[src/rtl/afifo_txn_pkg.sv]
// Shared types and helpers for the async-FIFO read side: arbiter FSM states
// and the burst-length clamp used by the arbiter, read agent and scoreboard.
package afifo_txn_pkg;

    typedef enum logic [0:0] {
        ST_IDLE  = 1'b0,
        ST_BURST = 1'b1
    } arb_state_e;

    // A zero burst still moves one word; oversize requests saturate at the maximum.
    function automatic int unsigned clamp_burst(input int unsigned cfg,
                                                input int unsigned max_burst);
        int unsigned eff;
        if (cfg == 32'd0) begin
            eff = 32'd1;
        end else if (cfg > max_burst) begin
            eff = max_burst;
        end else begin
            eff = cfg;
        end
        return eff;
    endfunction

endpackage

[src/rtl/afifo_rr_picker.sv]
// Round-robin picker: one-hot select of the first requester at or after
// rr_ptr, wrapping modulo NUM_REQ. Purely combinational.
module afifo_rr_picker #(
    parameter int NUM_REQ = 4,
    localparam int PW = (NUM_REQ > 1) ? $clog2(NUM_REQ) : 1
) (
    input  logic [NUM_REQ-1:0] req,
    input  logic [PW-1:0]      rr_ptr,
    output logic [NUM_REQ-1:0] pick
);

    // Scan from rr_ptr upward and keep only the first hit.
    always_comb begin
        logic          found;
        logic [PW-1:0] idx;
        pick  = '0;
        found = 1'b0;
        idx   = '0;
        for (int off = 0; off < NUM_REQ; off++) begin
            idx = PW'((int'(rr_ptr) + off) % NUM_REQ);
            if (!found && req[idx]) begin
                pick[idx] = 1'b1;
                found     = 1'b1;
            end else begin
                found = found;
            end
        end
    end

endmodule

[src/rtl/afifo_rd_arbiter.sv]
// Read-side arbiter for an async FIFO: grants bursts of pops to NUM_REQ
// requesters in round-robin order and forwards each popped word one cycle later.
module afifo_rd_arbiter
    import afifo_txn_pkg::*;
#(
    parameter int DATA_WIDTH = 32,
    parameter int NUM_REQ    = 4,
    parameter int MAX_BURST  = 8,
    localparam int BW = $clog2(MAX_BURST + 1),
    localparam int PW = (NUM_REQ > 1) ? $clog2(NUM_REQ) : 1
) (
    input  logic                  rclk,
    input  logic                  rrst_n,
    input  logic                  rempty,
    output logic                  rinc,
    input  logic [DATA_WIDTH-1:0] rdata,
    input  logic [NUM_REQ-1:0]    req,
    input  logic [NUM_REQ-1:0]    rdy,
    input  logic [BW-1:0]         cfg_burst,
    output logic [NUM_REQ-1:0]    gnt,
    output logic [DATA_WIDTH-1:0] out_data,
    output logic [NUM_REQ-1:0]    out_valid,
    output logic                  busy
);

    arb_state_e            state_q, state_d;
    logic [NUM_REQ-1:0]    gnt_q, gnt_d;
    logic [PW-1:0]         gidx_q, gidx_d;
    logic [PW-1:0]         rr_ptr_q, rr_ptr_d;
    logic [BW-1:0]         beat_cnt_q, beat_cnt_d;
    logic [BW-1:0]         beat_target_q, beat_target_d;
    logic [DATA_WIDTH-1:0] out_data_q;
    logic [NUM_REQ-1:0]    out_valid_q;

    logic [NUM_REQ-1:0]    pick_s;
    logic [PW-1:0]         pick_idx_s;
    logic                  req_g_s;
    logic                  rdy_g_s;
    logic                  rinc_s;
    logic [PW-1:0]         rr_next_s;

    afifo_rr_picker #(
        .NUM_REQ (NUM_REQ)
    ) u_picker (
        .req    (req),
        .rr_ptr (rr_ptr_q),
        .pick   (pick_s)
    );

    // Encode the picker's one-hot result into the index kept for the grant.
    always_comb begin
        pick_idx_s = '0;
        for (int i = 0; i < NUM_REQ; i++) begin
            if (pick_s[i]) begin
                pick_idx_s = PW'(i);
            end else begin
                pick_idx_s = pick_idx_s;
            end
        end
    end

    assign req_g_s   = req[gidx_q];
    assign rdy_g_s   = rdy[gidx_q];
    assign rinc_s    = (state_q == ST_BURST) && !rempty && req_g_s && rdy_g_s;
    assign rr_next_s = (gidx_q == PW'(NUM_REQ - 1)) ? '0 : gidx_q + PW'(1);

    // Next-state logic: grant in IDLE, count beats in BURST, end on last beat or abandon.
    always_comb begin
        state_d       = state_q;
        gnt_d         = gnt_q;
        gidx_d        = gidx_q;
        rr_ptr_d      = rr_ptr_q;
        beat_cnt_d    = beat_cnt_q;
        beat_target_d = beat_target_q;
        case (state_q)
            ST_IDLE: begin
                if (|req) begin
                    state_d       = ST_BURST;
                    gnt_d         = pick_s;
                    gidx_d        = pick_idx_s;
                    beat_cnt_d    = '0;
                    beat_target_d = BW'(clamp_burst(32'(cfg_burst), MAX_BURST));
                end else begin
                    state_d = ST_IDLE;
                end
            end
            ST_BURST: begin
                // Abandon has priority; a stalled cycle simply holds everything.
                if (!req_g_s || (rinc_s && (beat_cnt_q + BW'(1) == beat_target_q))) begin
                    state_d  = ST_IDLE;
                    gnt_d    = '0;
                    rr_ptr_d = rr_next_s;
                end else if (rinc_s) begin
                    beat_cnt_d = beat_cnt_q + BW'(1);
                end else begin
                    beat_cnt_d = beat_cnt_q;
                end
            end
            default: begin
                state_d = ST_IDLE;
                gnt_d   = '0;
            end
        endcase
    end

    // FSM, grant and beat counter registers.
    always_ff @(posedge rclk or negedge rrst_n) begin
        if (!rrst_n) begin
            state_q       <= ST_IDLE;
            gnt_q         <= '0;
            gidx_q        <= '0;
            rr_ptr_q      <= '0;
            beat_cnt_q    <= '0;
            beat_target_q <= '0;
        end else begin
            state_q       <= state_d;
            gnt_q         <= gnt_d;
            gidx_q        <= gidx_d;
            rr_ptr_q      <= rr_ptr_d;
            beat_cnt_q    <= beat_cnt_d;
            beat_target_q <= beat_target_d;
        end
    end

    // Output stage: capture the popped word and tag it with the owning requester.
    always_ff @(posedge rclk or negedge rrst_n) begin
        if (!rrst_n) begin
            out_data_q  <= '0;
            out_valid_q <= '0;
        end else if (rinc_s) begin
            out_data_q  <= rdata;
            out_valid_q <= gnt_q;
        end else begin
            out_valid_q <= '0;
        end
    end

    assign rinc      = rinc_s;
    assign gnt       = gnt_q;
    assign out_data  = out_data_q;
    assign out_valid = out_valid_q;
    assign busy      = (state_q == ST_BURST);

endmodule

[config.mk]
export PLATFORM = sky130hd
export DESIGN_NAME = afifo_rd_arbiter
export DESIGN_NICKNAME = d
export VERILOG_FILES = /design/src/rtl/afifo_txn_pkg.sv /design/src/rtl/afifo_rr_picker.sv /design/src/rtl/afifo_rd_arbiter.sv
export SDC_FILE = /design/constraint.sdc
export NUM_CORES = 1
export LEC_CHECK = 0
export ABC_AREA = 1
export CAP_MARGIN = 30
export CORE_MARGIN = 3
export CORE_UTILIZATION = 28
export CTS_CLUSTER_DIAMETER = 30
export DETAILED_ROUTE_END_ITERATION = 7
export MAX_ROUTING_LAYER = met4
export SYNTH_ARGS = -nofsm -noshare
export SYNTH_HDL_FRONTEND = slang
export SYNTH_HIERARCHICAL = 1
export SYNTH_SLANG_ARGS = --single-unit
[constraint.sdc]
create_clock -name rclk -period 2.05 [get_ports rclk]
set_input_delay 0.41 -clock rclk [delete_from_list [all_inputs] [get_ports rclk]]
set_output_delay 0.41 -clock rclk [all_outputs]
set_load 0.005 [all_outputs]
# Yosys cells after proc, flatten, opt, wreduce, memory -nomap -nowiden
# Cells that the tools add are included.
totals:
  register_bits: 53
  in_bits: 47
  output_inout_bits: 42
  word_cells: 100
classes:
  n_addsub: 5
  n_lt_le_gt_ge: 10
  eq_ne: 6
  mux: 44
  n_bitwise: 4
  reduce_logical: 23
op_table:
  columns: ["cell", "count"]
  rows:
  - ["$mux W4", 12]
  - ["$mux W1", 16]
  - ["$pmux W4 S2", 2]
  - ["$lt A2 B3 Y1 const B", 5]
  - ["$bmux W1 S2", 6]
  - ["$or A4 B4 Y4", 3]
  - ["$logic_and A1 B1 Y1", 11]
  - ["$demux W1 S2", 4]
  - ["$ge A2 B1 Y1 const B", 4]
  - ["$mux W2", 3]
  - ["$reduce_and A2 Y1", 3]
  - ["$logic_not A1 Y1", 5]
  - ["$add A2 B1 Y2 const B", 2]
  - ["$add A2 B2 Y2 const B", 2]
  - ["$add A4 B1 Y4 const B", 1]
  - ["$eq A4 B4 Y1", 1]
  - ["$gt A4 B4 Y1 const B", 1]
  - ["$logic_not A4 Y1", 1]
  - ["$ne A2 B1 Y1 const B", 2]
  - ["$ne A2 B2 Y1 const B", 2]
  - ["$reduce_or A4 Y1", 1]
  - ["$reduce_and A3 Y1", 1]
  - ["$eq A2 B2 Y1 const B", 1]
  - ["$pmux W1 S2", 1]
  - ["other kinds (2)", 2]

# Depth between registers and ports, before layout
depth:
  depth_word: 15
  mapped_depth: 12
  ltp_nobuf: 12

# By module
# Netlist, hierarchy kept.
modules_own_cells:
  columns: ["module", "n_inst", "cells_per_inst", "area_each_um2", "seq_area_each_um2"]
  rows:
  - ["afifo_rd_arbiter", 1, 275, 2278.4, 1326.3]
  - ["afifo_rr_picker", 1, 73, 399.1, 0.0]

# Worst setup path before layout
# No wires, ideal clock.
synth_path:
  path_type: "reg-to-reg"
  start: "register rr_ptr_q[0]"
  end: "register gidx_q[0]"
  setup_time_ns: 0.090
  t_arrival_ns: 1.692
  required_time_ns: 1.960
  setup_slack_ns: 0.268
  path_stages_with_launch: 12
  n_path_buf: 0
  period_less_slack_ns: 1.782
  cell_sequence: "dfrtp_1 > inv_2 > ha_1 > inv_1 > nand3_1 > nand2_1 > nand2_4 > nor2_4 > nand2_1 > nand3_1 > nand2_1 > o221ai_1"
synth_via:
  elab_chain_cells: 15
  elab_cells_between_ends: 50
  classes_between: "add/sub: 3; order compare: 8; mux: 26; bitwise: 3; reduce/logical: 10"
synth_rtl:
  columns: ["item", "line", "text"]
  rows:
  - ["start: declaration", "afifo_rd_arbiter.sv:29", "logic [PW-1:0] rr_ptr_q, rr_ptr_d;"]
  - ["start signal: assignment", "afifo_rd_arbiter.sv:119", "rr_ptr_q <= rr_ptr_d;"]
  - ["branches (longest 11 deep; another with $lt A2 B3 Y1)", null, null]
  - ["$mux W4 *", "afifo_rr_picker.sv:21", "if (!found && req[idx]) begin"]
  - ["named net pick_s[1]", "afifo_rd_arbiter.sv:35", "logic [NUM_REQ-1:0] pick_s;"]
  - ["$mux W1 *", "afifo_rd_arbiter.sv:54", "if (pick_s[i]) begin"]
  - ["$mux W2 * (2 in a row)", "afifo_rd_arbiter.sv:54", null]
  - ["end signal: assignment", "afifo_rd_arbiter.sv:118", "gidx_q <= gidx_d;"]
  - ["end: declaration", "afifo_rd_arbiter.sv:28", "logic [PW-1:0] gidx_q, gidx_d;"]
# Mark *: on every way through the listed nets, which the timed path passes. The select of a mux whose other input is x is not followed.
# A chain may end at the register's enable or synchronous reset.

# Worst setup path in the final report
layout_path:
  start: "input port req[1]"
  end: "output port rinc"
layout_via:
  elab_chain_cells: 4
layout_rtl:
  columns: ["item", "line", "text"]
  rows:
  - ["start: declaration", "afifo_rd_arbiter.sv:17", "input logic [NUM_REQ-1:0] req,"]
  - ["$bmux W1 S2", "afifo_rd_arbiter.sv:62", "assign req_g_s = req[gidx_q];"]
  - ["$mux W1 (not written as such)", "afifo_rd_arbiter.sv:62", null]
  - ["$logic_and A1 B1 Y1 (2 in a row)", "afifo_rd_arbiter.sv:64", "assign rinc_s = (state_q == ST_BURST) && !rempty && req_g_s && rdy_g_s;"]
  - ["end: declaration", "afifo_rd_arbiter.sv:15", "output logic rinc,"]
# No other way between the ends. The select of a mux whose other input is x is not followed.

==> flow_summary.json <==
{
  "synthMuxAreaShare_pct": 0,
  "cts_buffers": 5,
  "synthXorXnorAreaFrac_pct": 0,
  "seq_power_share_pct": 34.5,
  "cp_slowest_cell": "clkdlybuf4s50_1",
  "io_buffers": 88,
  "crit_buf_inv": 2,
  "critPathMostFrequentCell": "nand2_1",
  "rows": 35,
  "status": "completed",
  "power.share.clock_pct": 11.5,
  "synth.distinct_cells": 24,
  "synthesis.area_um2": 2680,
  "arrival_ns": 1.54,
  "final_max_slew_viol_count": 0,
  "htreeDepth": 2,
  "ant_nets": 0,
  "syn_avg_cell_area_um2": 7.69,
  "fmaxAchievable_ghz": 0.513,
  "synth_top_family_by_area": "simple AND/OR/NAND/NOR gates",
  "fp.dieArea_um2": 10800,
  "insertion_delay_ns": 0.30,
  "cp-start-kind": "input port",
  "worstMarginPinSlew_ns": 0.471,
  "hold_viol": 0,
  "path_clk_slew_ns": 0.09,
  "synth_nets": 403,
  "r2r_end": "gidx_q[0]",
  "drive_above_1_share_pct": 9.73,
  "layout.nets": 506,
  "hpwl_um": 5060,
  "drc": 0,
  "ctsHoldBuffers": 0,
  "end_kind": "primary output",
  "ys.warnings.count": 6,
  "combinationalPowerShare_pct": 53.9,
  "cts_root_buffer": "clkbuf_8",
  "timing.rr.start": "rr_ptr_q[0]",
  "synthAdderAreaFrac_pct": 3.74,
  "ir_drop_v": 0.000632,
  "synth-compound-area-share_pct": 2.38,
  "fin_crit_ns": 1.95,
  "power.total_w": 0.00495,
  "cap_violations": 0,
  "synthToLayoutAreaGrowth_pct": 45.7,
  "stdcell_count": 581,
  "p_sw_w": 0.00195,
  "hold_path.class": "input port to asynchronous set/reset pin",
  "grt_antenna_before_repair": 0,
  "initial_utilization_pct": 28.8,
  "grt_pass1_wl_um": 11200,
  "gr-total-overflow": 0,
  "netSwitchingFraction_pct": 39.5,
  "skew_ns": 0.00458,
  "pin_count": 89,
  "slew_headroom_pct": 68.6,
  "reg2reg_setup_slack_ns": 0.22,
  "tns_ns": 0,
  "synthCells": 348,
  "worstSetupPathType": "input port to primary output",
  "cp.required_ns": 1.64,
  "clockBufferDepth": 2,
  "path_cells": "clkdlybuf4s50_1 > nand2_1 > nand3_1 > nand2_1 > nor2_4 > dlygate4sd2_1",
  "worstRegToRegCells": 11,
  "gp_congestion": 0.816,
  "critPathMaxFanout": 2,
  "num_vias": 2485,
  "ys_seq_area_share_pct": 49.5,
  "die_w_um": 104,
  "setup_viol": 0,
  "grt_max_degree": 37,
  "rsz0062_at_grt": "no",
  "power.internal_w": 0.00299,
  "first_pass_iters": 4,
  "wl_per_cell_um": 11.3,
  "synthSimpleGateAreaFrac_pct": 37.8,
  "grt_pass1_vias": 2459,
  "antennaDiodeCount": 0,
  "die_h_um": 104,
  "placedCellCount": 572,
  "fin_crit_sh_pct": 95.2,
  "crit_family": "buffers and inverters",
  "synth.ff_latch_count": 53,
  "routed_via_density": 4.28,
  "power.density_nw_per_um2": 1270,
  "grt_use_total_pct": 12.9,
  "wl_um": 6580,
  "clock-sinks": 53,
  "cpPeakStageDelay_ns": 0.47,
  "cellLeakagePower_nw": 1.98,
  "drt_iter0_markers": 80,
  "coreArea_um2": 9280,
  "cts_tree": "done"
}
[sequential cells by signal, summed over array words and instances, names as in the netlist]
| name | flops |
|---|---|
| beat_target_q | 4 |
| busy | 1 |
| rr_ptr_q | 2 |
| beat_cnt_q | 4 |
| gidx_q | 2 |
| out_data | 32 |
| out_valid | 4 |
| gnt | 4 |
[repair_timing]
item,4_1_cts,5_1_grt
setup endpoints to repair,1,8
endpoints found under the hold margin,0,0
setup buffers,0,1
gates resized for setup,2,0
gates cloned,0,0
[Yosys cell counts (all sizes together)]
library cell / instances / area (um2)
a21oi: 3 / 15.0
buf: 6 / 30.0
clkbuf: 1 / 3.75
clkinv: 1 / 3.75
dfrtp: 53 / 1330
ha: 8 / 100
inv: 37 / 139
nand2: 169 / 662
nand3: 47 / 255
nand4: 3 / 25.0
nor2: 12 / 62.6
o211ai: 1 / 7.51
o21ai: 2 / 13.8
o221ai: 1 / 8.76
o22ai: 3 / 18.8
or2: 1 / 6.26
[metrics by stage]
stage / hold slack (ns) / area (um2) / util [%] / worst slack, ns
floorplan: 0.114 / 2680 / - / 0.268
detailed placement: 0.404 / 3800 / 40.9 / -0.216
CTS: 0.0645 / 3880 / 41.8 / 0.0650
finish: 0.0528 / 3900 / 42.0 / 0.0992
global route: 0.0751 / 3900 / 42.0 / 0.00224
global placement: 0.399 / 3800 / 40.9 / -0.193
[cell type report]
type                    count  area [um2]
well taps                 129         161
inverters                  38         143
clock inverters             1        7.51
flip-flops and latches     53        1330
fillers                   979        5380
clock buffers               7        76.3
repair buffers            103        1010
multi-input cells         250        1170
[routing by layer]
layer  global-route usage [%]  share of wire [%]
met4                     4.18                1.6
met3                     2.68                4.8
met1                     16.1                 47
met5                        -                  0
met2                     21.1                 47
[logic make-up (layout without fill, tap and decap cells)]
group                    count (synthesis)  in the layout
AO/OA/AOI/OAI                           10             10
buffers and inverters                   45            149
AND/OR/NAND/NOR                        232            232
adder cells (fa/ha/maj)                  8              8
flip-flops                              53             53
[power groups by stage]
stage / Combinational, W / Clock [W] / Sequential, W
final: 0.00267 / 0.000570 / 0.00171
after global routing: 0.00301 / 0.000646 / 0.00176
after CTS: 0.00267 / 0.000606 / 0.00171
after detailed placement: 0.00267 / 0 / 0.00173
after global placement: 0.00263 / 0 / 0.00172
after floorplan: 0.00140 / 0 / 0.00176
[cells in the final DEF, fill, tap and decap left out, drive strengths merged]
cell type      count
nand3             47
dfrtp             53
nand2            169
nor2              12
inv               37
clkinv             1
clkdlybuf4s50     86
ha                 8
nand4              3
o21ai              2
clkbuf             7
a21oi              3
dlygate4sd2        1
o22ai              3
clkinvlp           1
o211ai             1
o221ai             1
or2                1
buf               16
[worst max path at each step]
| stage | endpoint | from | depth (start not counted) | slack [ns] |
|---|---|---|---|---|
| 6_report | rinc | req[1] | 6 | 0.1 |
| 5_1_grt | rr_ptr_q[0] | gidx_q[0] | 11 | 0.002 |
| 4_1_cts | rinc | req[1] | 6 | 0.06 |
| 3_5_place_dp | rinc | req[1] | 6 | -0.22 |
| 3_3_place_gp | rinc | req[1] | 6 | -0.19 |
| 2_1_floorplan | gidx_q[0] | rr_ptr_q[0] | 11 | 0.27 |
Power figures use the tool's default switching activity.
